**src/rtl/pdp11_mmu.sv**
```systemverilog
// pdp11_mmu: PDP-11 memory-management unit, 16-bit virtual to 22-bit physical.
// Ports:
//   clk, reset (async, active-low)
//   cpu_va/cpu_cm/cpu_rd/cpu_wr/cpu_i_access/fetch_va : CPU access in
//   cpu_pa, signal_abort, signal_trap                 : translation out (combinational)
//   pxr_rd/pxr_wr/pxr_addr/pxr_data_in/pxr_data_out    : PAR/PDR/SR0-SR3 register port
// Optional feature macro: MMU_SUPERVISOR_EN (supervisor PAR/PDR set and SR3[1]).
module pdp11_mmu (
    input  logic        clk,
    input  logic        reset,
    input  logic [15:0] cpu_va,
    input  logic [1:0]  cpu_cm,
    input  logic        cpu_rd,
    input  logic        cpu_wr,
    input  logic        cpu_i_access,
    input  logic        fetch_va,
    output logic [21:0] cpu_pa,
    output logic        signal_abort,
    output logic        signal_trap,
    input  logic        pxr_rd,
    input  logic        pxr_wr,
    input  logic [7:0]  pxr_addr,
    input  logic [15:0] pxr_data_in,
    output logic [15:0] pxr_data_out
);
    logic [15:0] r_par [3][2][8];
    logic [15:0] r_pdr [3][2][8];
    logic [15:0] r_sr0, r_sr2, r_sr3;
    logic        w_sup_en;
`ifdef MMU_SUPERVISOR_EN
    assign w_sup_en = 1'b1;
`else
    assign w_sup_en = 1'b0;
`endif
    logic        w_map, w_acc, w_bad_mode, w_dsp, w_nr, w_le, w_ro, w_tacf, w_ed;
    logic [1:0]  w_midx;
    logic [2:0]  w_apf, w_acf;
    logic [6:0]  w_blk, w_plf;
    logic [15:0] w_par, w_pdr;
    logic [21:0] w_sum;
    assign w_map      = r_sr0[0];
    assign w_acc      = cpu_rd | cpu_wr;
    assign w_apf      = cpu_va[15:13];
    assign w_blk      = cpu_va[12:6];
    // mode 10 indexes the kernel set but is aborted regardless
    assign w_midx     = (cpu_cm == 2'b11) ? 2'd2 : {1'b0, cpu_cm[0]};
    assign w_bad_mode = (cpu_cm == 2'b10) | ((cpu_cm == 2'b01) & ~w_sup_en);
    assign w_dsp      = ~cpu_i_access & ((cpu_cm == 2'b00) ? r_sr3[2] :
                                         (cpu_cm == 2'b01) ? (r_sr3[1] & w_sup_en) :
                                         (cpu_cm == 2'b11) ? r_sr3[0] : 1'b0);
    assign w_par      = r_par[w_midx][w_dsp][w_apf];
    assign w_pdr      = r_pdr[w_midx][w_dsp][w_apf];
    assign w_acf      = w_pdr[2:0];
    assign w_plf      = w_pdr[14:8];
    assign w_ed       = w_pdr[3];
    assign w_sum      = {w_par, 6'b0} + {9'b0, cpu_va[12:0]};
    assign w_nr       = w_bad_mode | (w_acf == 3'd0) | (w_acf == 3'd3) | (w_acf == 3'd7);
    assign w_le       = ~w_bad_mode & (w_ed ? (w_blk < w_plf) : (w_blk > w_plf));
    assign w_ro       = ~w_bad_mode & cpu_wr & ((w_acf == 3'd1) | (w_acf == 3'd2));
    assign w_tacf     = ~w_bad_mode & ((w_acf == 3'd4) | ((w_acf == 3'd1) & cpu_rd) |
                                       ((w_acf == 3'd5) & cpu_wr));
    // 18-bit mode: the top 8 KB of the 18-bit space aliases the 22-bit I/O page
    assign cpu_pa = !w_map ? ((&cpu_va[15:13]) ? {9'h1FF, cpu_va[12:0]} : {6'b0, cpu_va}) :
                    r_sr3[4] ? w_sum : {(&w_sum[17:13]) ? 4'hF : 4'h0, w_sum[17:0]};
    assign signal_abort = w_acc & w_map & (w_nr | w_le | w_ro);
    assign signal_trap  = w_acc & w_map & r_sr0[9] & w_tacf & ~signal_abort;
    logic        w_ctl, w_pok, w_unused;
    logic [1:0]  w_pm;
    logic [15:0] w_rdata;
    assign w_ctl    = pxr_addr[7:6] == 2'b10;
    assign w_pm     = (pxr_addr[7:6] == 2'b11) ? 2'd2 : {1'b0, pxr_addr[6]};
    assign w_pok    = ~w_ctl & ((pxr_addr[7:6] != 2'b01) | w_sup_en);
    assign w_unused = pxr_addr[0];
    always_comb begin
        w_rdata = 16'h0;
        if (w_ctl)
            w_rdata = (pxr_addr[2:1] == 2'd0) ? r_sr0 :
                      (pxr_addr[2:1] == 2'd2) ? r_sr2 :
                      (pxr_addr[2:1] == 2'd3) ? r_sr3 : 16'h0;
        else if (w_pok)
            w_rdata = pxr_addr[5] ? r_par[w_pm][pxr_addr[4]][pxr_addr[3:1]]
                                  : r_pdr[w_pm][pxr_addr[4]][pxr_addr[3:1]];
    end
    assign pxr_data_out = pxr_rd ? w_rdata : 16'h0;
    always_ff @(posedge clk or negedge reset) begin
        if (!reset) begin
            r_sr0 <= 16'h0;
            r_sr2 <= 16'h0;
            r_sr3 <= 16'h0;
            for (int m = 0; m < 3; m++)
                for (int s = 0; s < 2; s++)
                    for (int p = 0; p < 8; p++) begin
                        r_par[m][s][p] <= 16'h0;
                        r_pdr[m][s][p] <= 16'h0;
                    end
        end else begin
            if (w_acc & w_map) begin
                if (signal_abort) begin
                    // the first abort's status is held until software clears SR0[15:13]
                    if (r_sr0[15:13] == 3'b000)
                        r_sr0 <= {w_nr, w_le, w_ro, r_sr0[12:7], cpu_cm, w_dsp, w_apf, r_sr0[0]};
                end else begin
                    if (signal_trap)
                        r_sr0[12] <= 1'b1;
                    r_pdr[w_midx][w_dsp][w_apf][6] <= 1'b1;
                    if (cpu_wr)
                        r_pdr[w_midx][w_dsp][w_apf][7] <= 1'b1;
                end
            end
            if (fetch_va & cpu_rd & (r_sr0[15:13] == 3'b000))
                r_sr2 <= cpu_va;
            // register-port writes come last so they win over same-cycle status updates
            if (pxr_wr) begin
                if (w_ctl) begin
                    if (pxr_addr[2:1] == 2'd0)
                        r_sr0 <= (r_sr0 & ~16'hF27F) | (pxr_data_in & 16'hF27F);
                    if (pxr_addr[2:1] == 2'd3)
                        r_sr3 <= pxr_data_in & 16'h0017;
                end else if (w_pok) begin
                    if (pxr_addr[5])
                        r_par[w_pm][pxr_addr[4]][pxr_addr[3:1]] <= pxr_data_in;
                    else
                        r_pdr[w_pm][pxr_addr[4]][pxr_addr[3:1]] <= pxr_data_in & 16'h7F0F;
                end
            end
        end
    end
endmodule

```
**config.mk**
```make
export PLATFORM = sky130hd
export DESIGN_NAME = pdp11_mmu
export DESIGN_NICKNAME = d
export VERILOG_FILES = /design/src/rtl/pdp11_mmu.sv
export SDC_FILE = /design/constraint.sdc
export NUM_CORES = 2
export LEC_CHECK = 0
export CAP_MARGIN = 25
export CORE_UTILIZATION = 30
export CTS_CLUSTER_SIZE = 10
export DETAILED_ROUTE_END_ITERATION = 8
export SYNTH_ARGS = -nofsm -noshare
export SYNTH_HDL_FRONTEND = slang
export SYNTH_SLANG_ARGS = --single-unit
```
**constraint.sdc**
```tcl
create_clock -name clk -period 9.1 [get_ports clk]
set_input_delay 1.365 -clock clk [delete_from_list [all_inputs] [get_ports clk]]
set_output_delay 1.365 -clock clk [all_outputs]
set_load 0.1 [all_outputs]
```
==> results <==
- The flow ran to the end, and the final reports show no timing, DRC or antenna violations.
- The HPWL after detailed placement is 188 mm.
- The pre-antenna-repair detailed-routing pass consisted of 6 iterations.
- The post-route clock period utilization is 97.5%.
- Sequential cells were found to cover 46.2% of the synthesized design area.
- The biggest area contributor in the post-synthesis netlist is sky130_fd_sc_hd__dfrtp_1.
- The worst hold path class is register to register.
- The full die area is 259000 um^2.
- The clock latency on the worst-skew pair is 840 ps.
- Once the floorplan was initialized, standard cells occupied 30.3% of the core.
- The post-route antenna net violation count is 0.
- The most common cell in the synthesized netlist is sky130_fd_sc_hd__dfrtp_1.
- The clock transition time at the flip-flop clock pins of the worst setup and hold paths is around 50 ps.
- The fill cell instance count of the final layout is 24600.
- No sink is reached through more buffers than the 3 on the longest clock path.
- The number of enable flip-flop cells after synthesis is 0.
- By count the netlist is led by sky130_fd_sc_hd__dfrtp_1, sky130_fd_sc_hd__mux2_2, sky130_fd_sc_hd__a22o_1.
- The max-slew violation count is 0.
- After layout, the minimum clock period comes to 8870 ps.
- The layout cell share with drive strength beyond 1 is 33.3%.
- The kind of start point of the critical path is a primary input.
- The combined flip-flop and latch cell area is 35600 um^2.
- The clock root buffer is sky130_fd_sc_hd__clkbuf_16.
- In this run the count of I/O pins placed on the die edge is 90.
- The mean instance size in the synthesized netlist is 12.7 um^2.
- The floorplan has 185 rows.
- The initial antenna violation count is 16.
- Summed over all layers, the routed wires come to 295 mm.
- Counting every instance in the synthesized netlist gives 6058.
- The portion of total power attributed to sequential cells is 45.1%.
- The non-filler instance count after layout is 9385.
- By area the synthesized netlist is led by sky130_fd_sc_hd__dfrtp_1, sky130_fd_sc_hd__mux4_2, sky130_fd_sc_hd__mux2_2.
- Measured along the y axis, the die boundary spans between 500 and 600 um.
- The number of H-tree branching levels is 4.
- STA puts the critical path data arrival time at 7510 ps.
- For this run, design rule violations remaining after detail routing come to 0.
- The cell area that synthesis handed to floorplanning was 77100 um^2.
- The count of yosys warnings during synthesis is 0.
- The congestion estimate from routability-driven global placement came to 0.927.
- The max-capacitance violation count is 0.
- In this run the worst path has a maximum fanout of 14.
- The number of global-route vias before repair is 58100.
- The share of synthesized area in the top cell type comes to 46.2%.
- The proportion of synthesized flip-flops having asynchronous set or reset is 100%.
- The data required time at the worst endpoint is 7740 ps.
- The routed wire length per instance is approximately 31 um.
- The post-route clock skew is between 30 and 40 ps.
- Summed over all layers, the global routing overflow is 0.
- Combinational cells account for roughly 16% of the total power.
- The leading register cell type out of synthesis is sky130_fd_sc_hd__dfrtp_1.
- The worst-case setup slack after placement is -30.0 ps.
- The final number of hold-violating endpoints is 0.
- The violation count after the first detailed-route iteration is 8284.
- In this run, the clock network consumes 38.6% of the power.
- Counting flops and latches in the post-synthesis netlist gives between 1000 and 1500.
- Setup violations remaining at the end of the flow were counted as 0.
- Dividing the detail-routed via count by the number of cells gives roughly 6.2.
- The kind of critical path is primary input to output pin.
- The total nets after synthesis is 6131.
- The region available for standard cell placement spans 255000 um^2.
- The number of placed instances with taps included is 9158.
- The final worst slack is 229 ps.
- The power per cell area is 178 nW/um^2.
- The wire length of the first global-routing pass is 424 mm.
- The analysis attributes to net switching a power of 4540 uW.
- The count of input and output buffers is 88.
- The peak supply drop is 0.000216 V.
- The maximum number of pins on one net before global-route repair is 178.
- The count of nets after finishing is roughly 6100.
- The normalized max-slew margin is about 25%.
- For the pin with the worst max-slew slack, the measured transition is between 1000 and 1500 ps.
- The CTS tree is done.
- Clock tree synthesis inserted a total of 162 buffers.
- The design internal power is 11000 uW.
- Setup repair after global routing left no endpoint under its margin.
- The tree built by TritonCTS fans out to 1424 sinks.
- The area of the multi-input gates is 39000 um^2.
- Relative to the synthesized area, the layout overhead comes to 13.6%.
- The net switching fraction of the power is between 20% and 30%.
- The count of cell types in the netlist is 76.
- The die is 509 um wide.
- The routed layout has 58500 vias.
- The type of destination of the critical path is an output pin.
- The analysis attributes to cell leakage a power of 0.0382 uW.
- The maximum clock frequency is between 0.1 and 0.15 GHz.
- Across every metal layer, demand over resource in global routing totals 22.4%.
-- power groups by stage --
stage | clock, uW | sequential [uW] | combinational [uW]
5_1_grt | 6310 | 7040 | 2650
6_report | 6000 | 7010 | 2540
2_1_floorplan | 0 | 6990 | 1540
4_1_cts | 6050 | 6990 | 2490
3_3_place_gp | 0 | 7070 | 2440
3_5_place_dp | 0 | 7100 | 2480
-- metal layers --
layer | global-route usage (%) | up-vias | part of all wire, %
li1 | - | 23200 | -
met1 | 29.5 | 30800 | 39
met2 | 33.2 | 3809 | 44
met3 | 6.31 | 684 | 11
met4 | 12.3 | 2 | 5.9
met5 | 0 | - | 0.0041
-- state kept, by name (all words and copies together), names as in the netlist --
register and count:
r_sr2 16, r_pdr 624, r_par 768, r_sr3 4, r_sr0 12
-- logic make-up after synthesis --
group | synth area share (%)
and+or+nand+nor | 4.13
muxes | 31.8
buffers and inverters | 3.59
AOI/OAI and AO/OA | 13.7
DFF | 46.2
adders and majority gates | 0.383
xor gates and xnor gates | 0.114
-- layout make-up --
type,instances,area share [%]
Multi-Input combinational cell,3954,44.6
Sequential cell,1424,40.7
Clock buffer,188,4.96
Tap cell,3366,4.81
Timing Repair Buffer,419,4.71
Clock inverter,9,0.141
Inverter,19,0.0929
Antenna cell,6,0.0171
-- critical path, cell delays in order --
cell                              delay [ps]
sky130_fd_sc_hd__clkdlybuf4s50_1         470
sky130_fd_sc_hd__buf_6                   190
sky130_fd_sc_hd__inv_1                    70
sky130_fd_sc_hd__ha_1                    230
sky130_fd_sc_hd__nand4bb_4               260
sky130_fd_sc_hd__a21oi_4                 240
sky130_fd_sc_hd__buf_12                  220
sky130_fd_sc_hd__mux4_2                  530
sky130_fd_sc_hd__a21oi_2                 290
sky130_fd_sc_hd__o41ai_1                  90
sky130_fd_sc_hd__and3_1                  230
sky130_fd_sc_hd__ha_1                    220
sky130_fd_sc_hd__fa_1                    430
sky130_fd_sc_hd__a21o_1                  180
sky130_fd_sc_hd__a21o_1                  200
sky130_fd_sc_hd__a21oi_2                 220
sky130_fd_sc_hd__o21ai_0                 220
sky130_fd_sc_hd__buf_4                   210
sky130_fd_sc_hd__o21ai_0                  70
sky130_fd_sc_hd__o22ai_1                 150
sky130_fd_sc_hd__buf_4                   210
sky130_fd_sc_hd__nor4_1                  280
sky130_fd_sc_hd__a31oi_1                 150
sky130_fd_sc_hd__buf_4                   180
sky130_fd_sc_hd__a21oi_1                 170
sky130_fd_sc_hd__buf_4                   200
sky130_fd_sc_hd__buf_12                  180
-- placed cells by master (no fill, tap or decap), types with 19 or more instances in the layout --
master	count
sky130_fd_sc_hd__nor2_1	269
sky130_fd_sc_hd__dfrtp_1	1424
sky130_fd_sc_hd__clkdlybuf4s50_1	31
sky130_fd_sc_hd__nor3_1	54
sky130_fd_sc_hd__o32ai_1	20
sky130_fd_sc_hd__a22o_1	530
sky130_fd_sc_hd__o22ai_1	32
sky130_fd_sc_hd__buf_4	311
sky130_fd_sc_hd__nand2_1	162
sky130_fd_sc_hd__clkbuf_16	172
sky130_fd_sc_hd__nand3_1	42
sky130_fd_sc_hd__a22oi_1	39
sky130_fd_sc_hd__a21oi_1	282
sky130_fd_sc_hd__mux2_2	842
sky130_fd_sc_hd__and3_1	20
sky130_fd_sc_hd__o2bb2ai_1	42
sky130_fd_sc_hd__o21ai_0	277
sky130_fd_sc_hd__a32oi_1	19
sky130_fd_sc_hd__mux2i_1	371
sky130_fd_sc_hd__buf_12	45
sky130_fd_sc_hd__a31oi_1	100
sky130_fd_sc_hd__mux4_2	497
sky130_fd_sc_hd__a221oi_1	24
sky130_fd_sc_hd__nor2_2	26
sky130_fd_sc_hd__o211ai_1	20
-- metrics by stage --
step	cell area, um^2	utilization [%]	total power (uW)	TNS [ps]	hold WS, ps
2_1_floorplan	77100	-	8530	-922	457
3_3_place_gp	82500	32.4	9510	-177	469
3_5_place_dp	82600	32.4	9580	-36.1	478
4_1_cts	87100	34.2	15500	0	491
5_1_grt	87600	34.4	16000	0	508
6_report	87600	34.4	15600	0	494
-- final timing paths --
| path | from | endpoint | slack, ps | depth (start not counted) |
|---|---|---|---|---|
| hold / removal | r_pdr[119]$_DFF_PN0_ | r_pdr[119]$_DFF_PN0_ | 490 | 2 |
| min in group asynchronous | reset | r_pdr[534]$_DFF_PN0_ | 500 | 1 |
| setup / recovery | cpu_cm[0] | cpu_pa[18] | 230 | 27 |
| max in group asynchronous | reset | r_par[543]$_DFFE_PN0P_ | 6250 | 3 |
| hold reg to reg | r_pdr[119]$_DFF_PN0_ | r_pdr[119]$_DFF_PN0_ | 490 | 2 |
| setup reg to reg | r_sr3[0]$_DFFE_PN0P_ | r_sr0[4]$_DFF_PN0_ | 3070 | 19 |
-- timing repair --
| item | CTS | global route |
|---|---|---|
| hold buffers | 0 | 0 |
| gates resized for setup | 2 | 6 |
| pin swaps | 0 | 1 |
| cloned | 0 | 1 |
| endpoints found under the setup margin | 4 | 4 |
| buffers inserted | 0 | 7 |
Note: power is estimated with default switching activity, not from simulation.
